[src/rtl/alu_seq_pkg.sv]
`default_nettype none
// ============================================================================
// Module      : alu_seq_pkg
// Description : Op encodings, FSM state encoding and slice width for the
//               ALU operation sequencer.
// Revision    : 1.0 - initial release
// ============================================================================
package alu_seq_pkg;

    localparam int c_slice_w = 4;

    localparam logic [1:0] c_op_and8 = 2'b00;
    localparam logic [1:0] c_op_add8 = 2'b01;
    localparam logic [1:0] c_op_mul4 = 2'b10;
    localparam logic [1:0] c_op_rsvd = 2'b11;

    localparam int c_state_w = 3;
    typedef logic [c_state_w-1:0] state_t;

    localparam state_t c_st_idle = 3'd0;
    localparam state_t c_st_lo   = 3'd1;
    localparam state_t c_st_hi   = 3'd2;
    localparam state_t c_st_mul  = 3'd3;
    localparam state_t c_st_done = 3'd4;

endpackage
`default_nettype wire

[src/rtl/alu_op_sequencer.sv]
`default_nettype none
// ============================================================================
// Module      : alu_op_sequencer
// Description : Drives an external 4-bit AND/ADD ALU over several cycles to
//               perform 8-bit AND/ADD and 4x4 shift-add multiply requests.
// Revision    : 1.0 - initial release
// ============================================================================
module alu_op_sequencer
    import alu_seq_pkg::*;
#(
    parameter int SLICE_W = c_slice_w
) (
    input  logic                   clk,
    input  logic                   rst_n,
    input  logic                   start,
    input  logic [1:0]             op,
    input  logic [2*SLICE_W-1:0]   opa,
    input  logic [2*SLICE_W-1:0]   opb,
    output logic                   busy,
    output logic                   done,
    output logic [2*SLICE_W-1:0]   res,
    output logic                   cout,
    output logic                   err,
    output logic [SLICE_W-1:0]     alu_a,
    output logic [SLICE_W-1:0]     alu_b,
    output logic                   alu_sel,
    output logic                   alu_c_in,
    input  logic [SLICE_W-1:0]     alu_result,
    input  logic                   alu_c_out
);

    if (SLICE_W != 4) begin : g_slice_w_check
        $error("alu_op_sequencer: only SLICE_W=4 is supported");
    end

    state_t                 r_state;
    state_t                 w_state_nxt;
    logic [1:0]             r_op;
    logic [2*SLICE_W-1:0]   r_opa;
    logic [2*SLICE_W-1:0]   r_opb;
    logic [2*SLICE_W-1:0]   r_p;
    logic [1:0]             r_cnt;
    logic                   r_carry;
    logic [2*SLICE_W-1:0]   r_res;
    logic                   r_cout;
    logic                   r_err;

    logic [SLICE_W-1:0]     w_alu_a;
    logic [SLICE_W-1:0]     w_alu_b;
    logic                   w_alu_sel;
    logic                   w_alu_c_in;
    logic [2*SLICE_W-1:0]   w_p_nxt;

    // Shift-add step: the ALU sum becomes the new upper half, shifted right.
    assign w_p_nxt = {alu_c_out, alu_result, r_p[SLICE_W-1:1]};

    always_comb begin
        w_state_nxt = r_state;
        w_alu_a     = '0;
        w_alu_b     = '0;
        w_alu_sel   = 1'b0;
        w_alu_c_in  = 1'b0;
        case (r_state)
            c_st_idle: begin
                if (start) begin
                    case (op)
                        c_op_rsvd: w_state_nxt = c_st_done;
                        c_op_mul4: w_state_nxt = c_st_mul;
                        default:   w_state_nxt = c_st_lo;
                    endcase
                end
            end
            c_st_lo: begin
                w_alu_a     = r_opa[SLICE_W-1:0];
                w_alu_b     = r_opb[SLICE_W-1:0];
                w_alu_sel   = r_op[0];
                w_state_nxt = c_st_hi;
            end
            c_st_hi: begin
                w_alu_a     = r_opa[2*SLICE_W-1:SLICE_W];
                w_alu_b     = r_opb[2*SLICE_W-1:SLICE_W];
                w_alu_sel   = r_op[0];
                w_alu_c_in  = r_carry;
                w_state_nxt = c_st_done;
            end
            c_st_mul: begin
                w_alu_a   = r_p[2*SLICE_W-1:SLICE_W];
                w_alu_b   = r_p[0] ? r_opa[SLICE_W-1:0] : '0;
                w_alu_sel = 1'b1;
                if (r_cnt == 2'd3) begin
                    w_state_nxt = c_st_done;
                end
            end
            c_st_done: w_state_nxt = c_st_idle;
            default:   w_state_nxt = c_st_idle;
        endcase
    end

    always_ff @(posedge clk or negedge rst_n) begin
        if (!rst_n) begin
            r_state <= c_st_idle;
            r_op    <= '0;
            r_opa   <= '0;
            r_opb   <= '0;
            r_p     <= '0;
            r_cnt   <= '0;
            r_carry <= 1'b0;
            r_res   <= '0;
            r_cout  <= 1'b0;
            r_err   <= 1'b0;
        end else begin
            r_state <= w_state_nxt;
            case (r_state)
                c_st_idle: begin
                    if (start) begin
                        r_op    <= op;
                        r_opa   <= opa;
                        r_opb   <= opb;
                        r_p     <= {{SLICE_W{1'b0}}, opb[SLICE_W-1:0]};
                        r_cnt   <= '0;
                        r_carry <= 1'b0;
                        r_res   <= '0;
                        r_cout  <= 1'b0;
                        r_err   <= (op == c_op_rsvd);
                    end
                end
                c_st_lo: begin
                    r_res[SLICE_W-1:0] <= alu_result;
                    r_carry            <= (r_op == c_op_add8) & alu_c_out;
                end
                c_st_hi: begin
                    r_res[2*SLICE_W-1:SLICE_W] <= alu_result;
                    r_cout                     <= (r_op == c_op_add8) & alu_c_out;
                end
                c_st_mul: begin
                    r_p   <= w_p_nxt;
                    r_cnt <= r_cnt + 2'd1;
                    if (r_cnt == 2'd3) begin
                        r_res <= w_p_nxt;
                    end
                end
                default: ;
            endcase
        end
    end

    assign busy     = (r_state != c_st_idle);
    assign done     = (r_state == c_st_done);
    assign res      = r_res;
    assign cout     = r_cout;
    assign err      = r_err;
    assign alu_a    = w_alu_a;
    assign alu_b    = w_alu_b;
    assign alu_sel  = w_alu_sel;
    assign alu_c_in = w_alu_c_in;

endmodule
`default_nettype wire
[config.mk]
export PLATFORM = sky130hd
export DESIGN_NAME = alu_op_sequencer
export DESIGN_NICKNAME = d
export VERILOG_FILES = /design/src/rtl/alu_seq_pkg.sv /design/src/rtl/alu_op_sequencer.sv
export SDC_FILE = /design/constraint.sdc
export NUM_CORES = 1
export LEC_CHECK = 0
export ABC_AREA = 1
export CORE_MARGIN = 8
export CORE_UTILIZATION = 33
export DETAILED_ROUTE_END_ITERATION = 8
export SLEW_MARGIN = 20
export SYNTH_ARGS = -nofsm -noshare
export SYNTH_HDL_FRONTEND = slang
export SYNTH_SLANG_ARGS = --single-unit
export TNS_END_PERCENT = 20
[constraint.sdc]
create_clock -name clk -period 1.5 [get_ports clk]
set_input_delay 0.3 -clock clk [delete_from_list [all_inputs] [get_ports clk]]
set_output_delay 0.3 -clock clk [all_outputs]
set_load 0.005 [all_outputs]
==> summary.md, run 1 <==
| Metric | Value |
|---|---|
| Most numerous cell in the Yosys netlist | nand2_1 |
| Starting density of the core | 0.341 |
| Area delta synth->final | 50.2% |
| Maxcap violations | 0 |
| CTS tree | built |
| Placement row count | 28 |
| Tcrit/Tclk final | 1.22 |
| Status | finished with violations |
| DRT Pass-1 Iters | 4 |
| Setup TNS | -3300 ps |
| Routability cong. | between 0.8 and 0.9 |
| Final Hold Vio Count | 0 |
| Post-synth ARST share | 1.00 |
| I/O pin cnt | 48 |
| Lkg Pwr | 0.00158 µW |
| Seq/Total Area, Yosys | 0.521 |
| Post-route cell area | roughly 0.0030 mm² |
| Switching portion of total power | 0.400 |
| Vias | 1927 |
| Die span in y | 94.2 µm |
| Clock power share | 0.125 |
| Post-synthesis average cell area | around 8.2 µm² |
| # H-tree levels | 2 |
| WHS | ~490 ps |
| Slew @ Worst Pin | roughly 260 ps |
| Antenna Cells | 0 |
| Distinct cells, synth | 24 |
| GRT Util Overall | 0.140 |
| Grt ovf | 0 |
| Largest cells by area after synthesis | dfrtp_1 (52%), nand2_1 (19%), nand3_1 (7.2%) |
| Fin Clk Skew | about 7.3 ps |
| Reg power frac | 0.339 |
| Combinational share of power | 0.536 |
| Cell count after synthesis | ~250 |
| Antenna-violating nets left | 0 |
| Residual DRC | 0 |
| CP Class | reg2out |
| Clock-pin slew of the registers on the worst-case setup and hold paths | 80 ps |
| NumNets Final | between 300 and 400 |
| Clk_lat worst skew | roughly 300 ps |
| Detailed Place HPWL | approximately 4000 µm |
| Pwr dens | just under 2000 mW/mm² |
| Clk buf depth | 2 |
| DIE WIDTH | approximately 94 µm |
| Hold Path Class | in2async |
| Final setup fails | 20 |
| DR WL/cell | about 15 µm |
| Slew Limit Headroom | 0.823 |
| Die ar. | between 0.008 and 0.009 mm² |
| Synth Cell Area | 0.00202 mm² |
| RSZ-0062 raised after global routing | yes |
| Fin util | 0.512 |
| Area fraction of the dominant cell type after synthesis | 0.521 |
| Post-layout min period | 1830 ps |
| Achievable Freq | 545 MHz |
| Syn Nets | 274 |
| Total CTS buffers | 5 |
| Instance area after placement | ~0.0027 mm² |
| Pre-CTS setup slack | -358 ps |
| Port bufs | 47 |
| Required @ worst endpoint | between 1000 and 1500 ps |
| CP max FO | 6 |
| Clock Tree Root | clkbuf_8 |
| Post-synth EDFFs | 0 |
| Peak supply drop | about 860 µV |
| Setup crit start kind | register |
| Post-synth top flop | dfrtp_1 |
| Internal Power | roughly 3500 µW |
| Worst EP arrival | ~1500 ps |
| Failing checks | setup timing |
| # fillers | 600 |
| Initial DRC count | between 100 and 150 |
| Core box area | 0.00592 mm² |
| Sw power | around 2300 µW |
| TritonCTS Sinks | 42 |
| Global-route wire length before repair | slightly below 10000 µm |
| Post-Route WL | a little under 6000 µm |
| Seq cells post-synth | 42 |
| Synth cell count leaders | nand2_1 (100), dfrtp_1 (42), nand3_1 (29) |
| Final setup margin | -334 ps |
| Yosys warns | 0 |
| DR vias/cell | between 4 and 5 |
| Vias in the first global route | roughly 2000 |
| Post-synth top area cell | dfrtp_1 |
| Largest net degree at the start of global routing | 43 |
| Layout cell share with drive strength beyond 1 | 0.258 |
| Initial antenna violation count | 0 |
| Final max-slew violation count | 0 |
| CP Capture Type | primary output |
-- metal layers --
metal / vias to the layer above / wire [µm] / track usage
li1: 962 / - / -
met1: 903 / 2680 / 0.174
met2: 54 / 2870 / 0.234
met3: 8 / 278 / 0.0352
met4: 0 / 63 / 0.0343
met5: - / 0 / 0
-- power groups by stage --
stage	logic [µW]	clock network (µW)	registers (µW)
after global placement	2590	0	1970
after floorplan	1380	0	1940
after CTS	2980	762	1960
after global routing	3480	795	2040
final	3130	732	1980
after detailed placement	2640	0	1980
-- kinds of logic (layout without fill, tap and decap cells) --
group | after synthesis | in the layout | share of synthesized area
and+or+nand+nor | 148 | 149 | 0.327
DFF | 42 | 42 | 0.521
AOI/OAI and AO/OA | 28 | 28 | 0.0818
buffers and inverters | 28 | 109 | 0.0639
adders and majority gates | 1 | 1 | 0.00620
-- repair_timing --
item | CTS | global route
pin swaps | 9 | 12
hold buffers | 1 | 0
resized for setup | 64 | 37
setup endpoints to repair | 28 | 41
buffers inserted | 14 | 2
endpoints found under the hold margin | 42 | 0
gates cloned | 1 | 0
-- state kept, by name, indices dropped and copies added (netlist names), 2 cells and up --
signal,cells
res,8
r_p,8
r_opa,8
r_state,3
r_cnt,2
r_op,2
r_opb,8
-- worst paths after layout --
| path | from | end | cells past startpoint | slack [ps] |
|---|---|---|---|---|
| worst max-delay path | r_state[2] | alu_a[2] | 6 | -330 |
| worst min-delay path | rst_n | r_opa[2] | 3 | 490 |
| worst max register to register | r_state[0] | res[5] | 9 | -60 |
| worst min register to register | res[4] | res[4] | 2 | 490 |
| max in group asynchronous | rst_n | r_state[0] | 3 | 800 |
| min in group clk | res[4] | res[4] | 2 | 490 |
-- critical path: stages, from the launching register on --
cell and delay [ps]:
dfrtp_1 420, buf_6 140, buf_6 120, nor2_8 130
inv_4 70, o211ai_1 210, buf_2 160
-- final cells by class --
class	count	area (µm²)	area share
Multi-Input combinational cell	178	926	0.306
Clock inverter	2	13.8	0.00454
Inverter	20	80.1	0.0264
Clock buffer	6	72.6	0.0239
Tap cell	75	93.8	0.0310
Sequential cell	42	1050	0.348
Timing Repair Buffer	81	791	0.261
-- cell usage in the layout, fill, tap and decap left out, types with 3 or more instances in the layout --
cell type	instances
buf_2	12
buf_4	15
clkdlybuf4s50_1	29
nand2_1	88
nand3_1	28
o21ai_0	8
nand2_4	3
inv_2	4
inv_1	14
nor2_1	4
buf_12	4
o211ai_1	8
nand4_1	5
nor2_4	4
o21ai_1	4
a21oi_1	3
dlymetal6s2s_1	5
clkbuf_8	5
buf_6	12
nand2_2	11
dfrtp_1	40
-- stage by stage --
stage	total power [µW]	cells
6_report	5850	404
5_1_grt	6310	404
4_1_cts	5690	402
3_5_place_dp	4610	378
3_3_place_gp	4570	378
2_1_floorplan	3320	247
Note: power is estimated with default switching activity, not from simulation.
==> inputs of run 2 (changes only) <==
- CORE_MARGIN: 8 -> 4
- clock period: 1.5 -> 2.25 ns (I/O delays scaled with it)
==> summary.md, run 2 (synthesis results as in run 1) <==
| Metric | Value |
|---|---|
| Status | completed |
| CP Class | reg2out |
| CP Buf/Inv Count | 4 (unchanged) |
| DR vias/cell | 4.73 (-0.74%) |
| Crit path cell chain | inv_2 > nand2_1 > nor2_2 > buf_4 > inv_1 > o211ai_1 > dlygate4sd2_1 |
| Core box area | 0.00592 mm² (unchanged) |
| Slowest CP cell | dfrtp_2 |
| Residual DRC | 0 (unchanged) |
| Grt ovf | 0 (unchanged) |
| Slew @ Worst Pin | 534 ps (+269 ps) |
| Worst EP arrival | 1720 ps (+190 ps) |
| Post-Route WL | 5080 µm (-14%) |
| Peak per-stage delay on the critical path | 460 ps (+40 ps) |
| Area delta synth->final | 38.6% |
| NumNets Final | 339 (-4.5%) |
| Most frequent cells in the layout | nand2_1 (99), dfrtp_1 (39), clkdlybuf4s50_1 (36), nand3_1 (29) |
| CTS tree | built |
| TritonCTS Sinks | 42 (unchanged) |
| Peak supply drop | 498 µV (-42%) |
| Final max-slew violation count | 0 (unchanged) |
| Post-layout min period | around 2200 ps |
| Final Hold Vio Count | 0 (unchanged) |
| Most common cell after layout, fill and taps aside | nand2_1 |
| CP Capture Type | primary output |
| DRT Pass-1 Iters | 5 (+1) |
| Tcrit/Tclk final | 0.963 |
| Detailed Place HPWL | 3710 µm (-7.6%) |
| Vias in the first global route | 1748 (-14%) |
| RSZ-0062 raised after global routing | yes |
| Power Total | 3490 µW (-40%) |
| Lkg Pwr | 0.00144 µW (-8.8%) |
| Final setup fails | 0 (-100%) |
| DR WL/cell | 13.1 µm (-10%) |
| Post-CTS Hold Buffers | 0 (-1) |
| Setup crit start kind | register |
| Die span in y | 86.2 µm (-8.5%) |
| Clock-pin slew of the registers on the worst-case setup and hold paths | 70 ps (about the same) |
| Layout cell share with drive strength beyond 1 | 0.137 (-0.121) |
| Worst reg-to-reg path cell count | 7 (-2) |
| WHS | 216 ps (-269 ps) |
| Clock Tree Root | clkbuf_8 |
| Clk buf depth | 2 (unchanged) |
| Final setup margin | 82.8 ps (+417 ps) |
| Fin Clk Skew | 8.57 ps (+1.25 ps) |
| Antenna-violating nets left | 0 (unchanged) |
| Vias | 1837 (-4.7%) |
| Initial antenna violation count | 0 (unchanged) |
| Die ar. | 0.00743 mm² (-16%) |
| Antenna Cells | 0 (unchanged) |
| Pwr dens | 1250 mW/mm² (-35%) |
| CP top delay family | buffers and inverters |
| Largest net degree at the start of global routing | 43 (unchanged) |
| Fin util | 0.472 (-0.0395) |
| Maxcap violations | 0 (unchanged) |
| Instance area after placement | 0.00260 mm² (-3.4%) |
| Clk_lat worst skew | 290 ps (about the same) |
| # H-tree levels | 2 (unchanged) |
| Achievable Freq | roughly 460 MHz |
| GRT Util Overall | 0.141 (+0.000812) |
| Port bufs | 47 (unchanged) |
| I/O pin cnt | 48 (unchanged) |
| Pre-CTS setup slack | 91.6 ps (+449 ps) |
| Placement row count | 28 (unchanged) |
| Slew Limit Headroom | 0.644 (-0.179) |
| Total CTS buffers | 5 (unchanged) |
| Starting density of the core | 0.341 (unchanged) |
| Global-route wire length before repair | 8250 µm (-16%) |
| Cell count along the critical path | 7 (+1) |
| Hold Path Class | in2async |
| Required @ worst endpoint | 1800 ps (+600 ps) |
| Routability cong. | 0.850 (+3.2%) |
| Post-route cell area | 0.00280 mm² (-7.7%) |
| Initial DRC count | 125 (-0.79%) |
| CP max FO | 6 (unchanged) |
| DIE WIDTH | 86.2 µm (-8.5%) |
run 2: area by class of cell:
type                            count  area (µm²)
Fill cell                         589        3120
Sequential cell                    42        1050
Multi-Input combinational cell    177         848
Timing Repair Buffer               66         636
Tap cell                           75        93.8
Inverter                           20        77.6
Clock buffer                        6        72.6
Clock inverter                      2        13.8
run 2: what timing repair did:
item,in CTS,in global routing
hold endpoints to repair,0,0
buffers inserted,3,6
cloned,0,0
gates resized for setup,11,7
endpoints found under the setup margin,10,4
pin swaps,0,4
run 2: worst paths after layout:
path / to / from / slack (ps)
worst max-delay path: alu_b[0] / r_state[1] / 80
worst max register to register: res[6] / r_state[1] / 590
worst min-delay path: res[7] / rst_n / 220
worst min register to register: res[4] / res[4] / 480
max in group asynchronous: r_state[1] / rst_n / 1640
min in group clk: res[4] / res[4] / 480
run 2: where the power goes:
part	internal (µW)	switching [µW]	leakage, µW
combinational	810	887	0.000858
sequential	1100	218	0.000536
clock	219	252	0.0000452
run 2: stage by stage:
stage | setup TNS (ps) | instances
2_1_floorplan | 0 | 247
3_3_place_gp | 0 | 371
3_5_place_dp | 0 | 371
4_1_cts | -136 | 382
5_1_grt | -40.2 | 388
6_report | 0 | 388
run 2: routing by layer:
| layer | vias up | GRT usage | wire length, µm | part of all wire |
|---|---|---|---|---|
| li1 | 931 | - | - | - |
| met2 | 63 | 0.216 | 2360 | 0.46 |
| met4 | 0 | 0.0453 | 72 | 0.014 |
| met3 | 8 | 0.0361 | 330 | 0.065 |
| met5 | - | 0 | 0 | 0 |
| met1 | 835 | 0.195 | 2320 | 0.46 |
==> inputs of run 3 (changes only) <==
- GPL_TIMING_DRIVEN: not set -> 0
==> summary.md, run 3 (synthesis results as in run 1) <==
| Metric | Value |
|---|---|
| CP endpoint | alu_b[0] |
| Maxcap violations | 0 (unchanged) |
| Residual DRC | 0 (unchanged) |
| Clock Tree Root | clkbuf_8 |
| Final setup margin | -154 ps (-237 ps) |
| Die span in y | 86.2 µm (unchanged) |
| Die ar. | 0.00743 mm² (unchanged) |
| Instance area after placement | 0.00260 mm² (about the same) |
| Status | finished with violations |
| Setup crit start kind | register |
| Antenna-violating nets left | 0 (unchanged) |
| Total CTS buffers | 5 (unchanged) |
| Hold Path Class | in2async |
| R2R Setup Slk | 580 ps (about the same) |
| Required @ worst endpoint | 1800 ps (about the same) |
| WHS | 61.9 ps (-154 ps) |
| Post-CTS Hold Buffers | 0 (unchanged) |
| CTS tree | built |
| Fin Clk Skew | 7.21 ps (-1.36 ps) |
| Clk_lat worst skew | 290 ps (about the same) |
| R2r endpoint | r_opb[1] |
| DRT Pass-1 Iters | 6 (+1) |
| Worst EP arrival | 1950 ps (+230 ps) |
| FF-to-FF Start | r_state[1] |
| DR vias/cell | 4.83 (+2.0%) |
| Failing checks | setup timing |
| Fin util | 0.469 (-0.00380) |
| Vias | 1840 (+0.16%) |
| Final max-slew violation count | 0 (unchanged) |
| Worst reg-to-reg path cell count | 8 (+1) |
| Peak supply drop | 552 µV (+11%) |
| I/O pin cnt | 48 (unchanged) |
| Initial antenna violation count | 0 (unchanged) |
| Post-route cell area | 0.00277 mm² (-0.81%) |
| Achievable Freq | 416 MHz (-9.8%) |
| Layout cell share with drive strength beyond 1 | 0.121 (-0.0165) |
| Tcrit/Tclk final | 1.07 (+0.105) |
| Pwr dens | 1290 mW/mm² (+3.1%) |
| Slew Limit Headroom | 0.758 (+0.113) |
| Grt ovf | 0 (unchanged) |
| Most common cell after layout, fill and taps aside | nand2_1 |
| Clk buf depth | 2 (unchanged) |
| Register area | 0.00105 mm² (-0.12%) |
| Starting density of the core | 0.341 (unchanged) |
| Global-route wire length before repair | 8800 µm (+6.7%) |
| Setup TNS | -424 ps (-424 ps) |
| Lkg Pwr | 0.00140 µW (-2.4%) |
| Pre-CTS setup slack | -202 ps (-293 ps) |
| Slew @ Worst Pin | 364 ps (-170 ps) |
| Antenna Cells | 0 (unchanged) |
| Detailed Place HPWL | 3840 µm (+3.5%) |
| Largest net degree at the start of global routing | 29 (-33%) |
| DR WL/cell | 13.6 µm (+3.9%) |
| Core box area | 0.00592 mm² (unchanged) |
| Most frequent cells in the layout | nand2_1 (99), dfrtp_1 (40), clkdlybuf4s50_1 (39), nand3_1 (29), inv_1 (15) |
| Setup crit start | r_state[1] |
| # fillers | 580 (-1.5%) |
| CP Capture Type | primary output |
| Vias in the first global route | 1851 (+5.9%) |
| Routability cong. | 0.779 (-8.4%) |
| CP max FO | 7 (+1) |
| GRT Util Overall | 0.150 (+0.00900) |
| RSZ-0062 raised after global routing | yes |
| DIE WIDTH | 86.2 µm (unchanged) |
| Final setup fails | 3 (+3) |
| Multi-input gate area | 865 µm² (+1.9%) |
| Initial DRC count | 112 (-10%) |
| CP Class | reg2out |
| Post-Route WL | 5180 µm (+2.1%) |
| Placement row count | 28 (unchanged) |
| Post-layout min period | 2400 ps (+237 ps) |
| Port bufs | 47 (unchanged) |
| Area delta synth->final | 37.4% |
| Clock-pin slew of the registers on the worst-case setup and hold paths | 80 ps (about the same) |
| # H-tree levels | 2 (unchanged) |
| TritonCTS Sinks | 42 (unchanged) |
| NumNets Final | 333 (-1.8%) |
| Final Hold Vio Count | 0 (unchanged) |
==> run 3: repair_timing <==
item / in CTS / in global routing
buffers inserted: 3 / 0
gates cloned: 1 / 0
setup endpoints to repair: 9 / 7
pin swaps: 1 / 2
resized for setup: 13 / 5
==> run 3: worst min path at each step <==
stage                     startpoint          to  cells after the start
final                          rst_n        cout                      1
after global routing           rst_n        cout                      1
after CTS                      rst_n  r_state[0]                      1
after detailed placement       rst_n      res[5]                      1
after global placement      r_opb[5]    r_opb[5]                      2
after floorplan                rst_n        cout                      0
==> run 3: stage by stage <==
step | cells | power, µW
finish | 381 | 3570
detailed placement | 370 | 2910
global route | 381 | 3880
floorplan | 247 | 2210
global placement | 369 | 2870
CTS | 381 | 3600
==> run 3: layout make-up <==
| type | count | area share |
|---|---|---|
| well taps | 75 | 0.0338 |
| plain buffers | 8 | 0.0221 |
| clock buffers | 6 | 0.0298 |
| multi-input cells | 178 | 0.312 |
| clock inverters | 1 | 0.0108 |
| flip-flops and latches | 42 | 0.380 |
| inverters | 20 | 0.0280 |
| repair buffers | 51 | 0.184 |
==> run 3: metal layers <==
metal / GRT usage / up-vias / part of all wire
met4: 0.0269 / 0 / 0.0062
met2: 0.242 / 58 / 0.47
li1: - / 924 / -
met3: 0.0418 / 5 / 0.069
met5: 0 / - / 0
met1: 0.203 / 853 / 0.45
==> run 3: critical path: stages, from the launching register on <==
cell and delay (ps):
dfrtp_2 440, inv_2 120, nand2_1 120, nor2_4 170, inv_2 100, o211ai_1 180
clkdlybuf4s50_1 530
==> run 3: power by group <==
| group | internal [µW] | leakage [µW] | switching (µW) |
|---|---|---|---|
| Clock | 355 | 0.0000573 | 249 |
| Combinational | 742 | 0.000810 | 913 |
| Sequential | 1100 | 0.000538 | 208 |
| Total | 2200 | 0.00140 | 1370 |
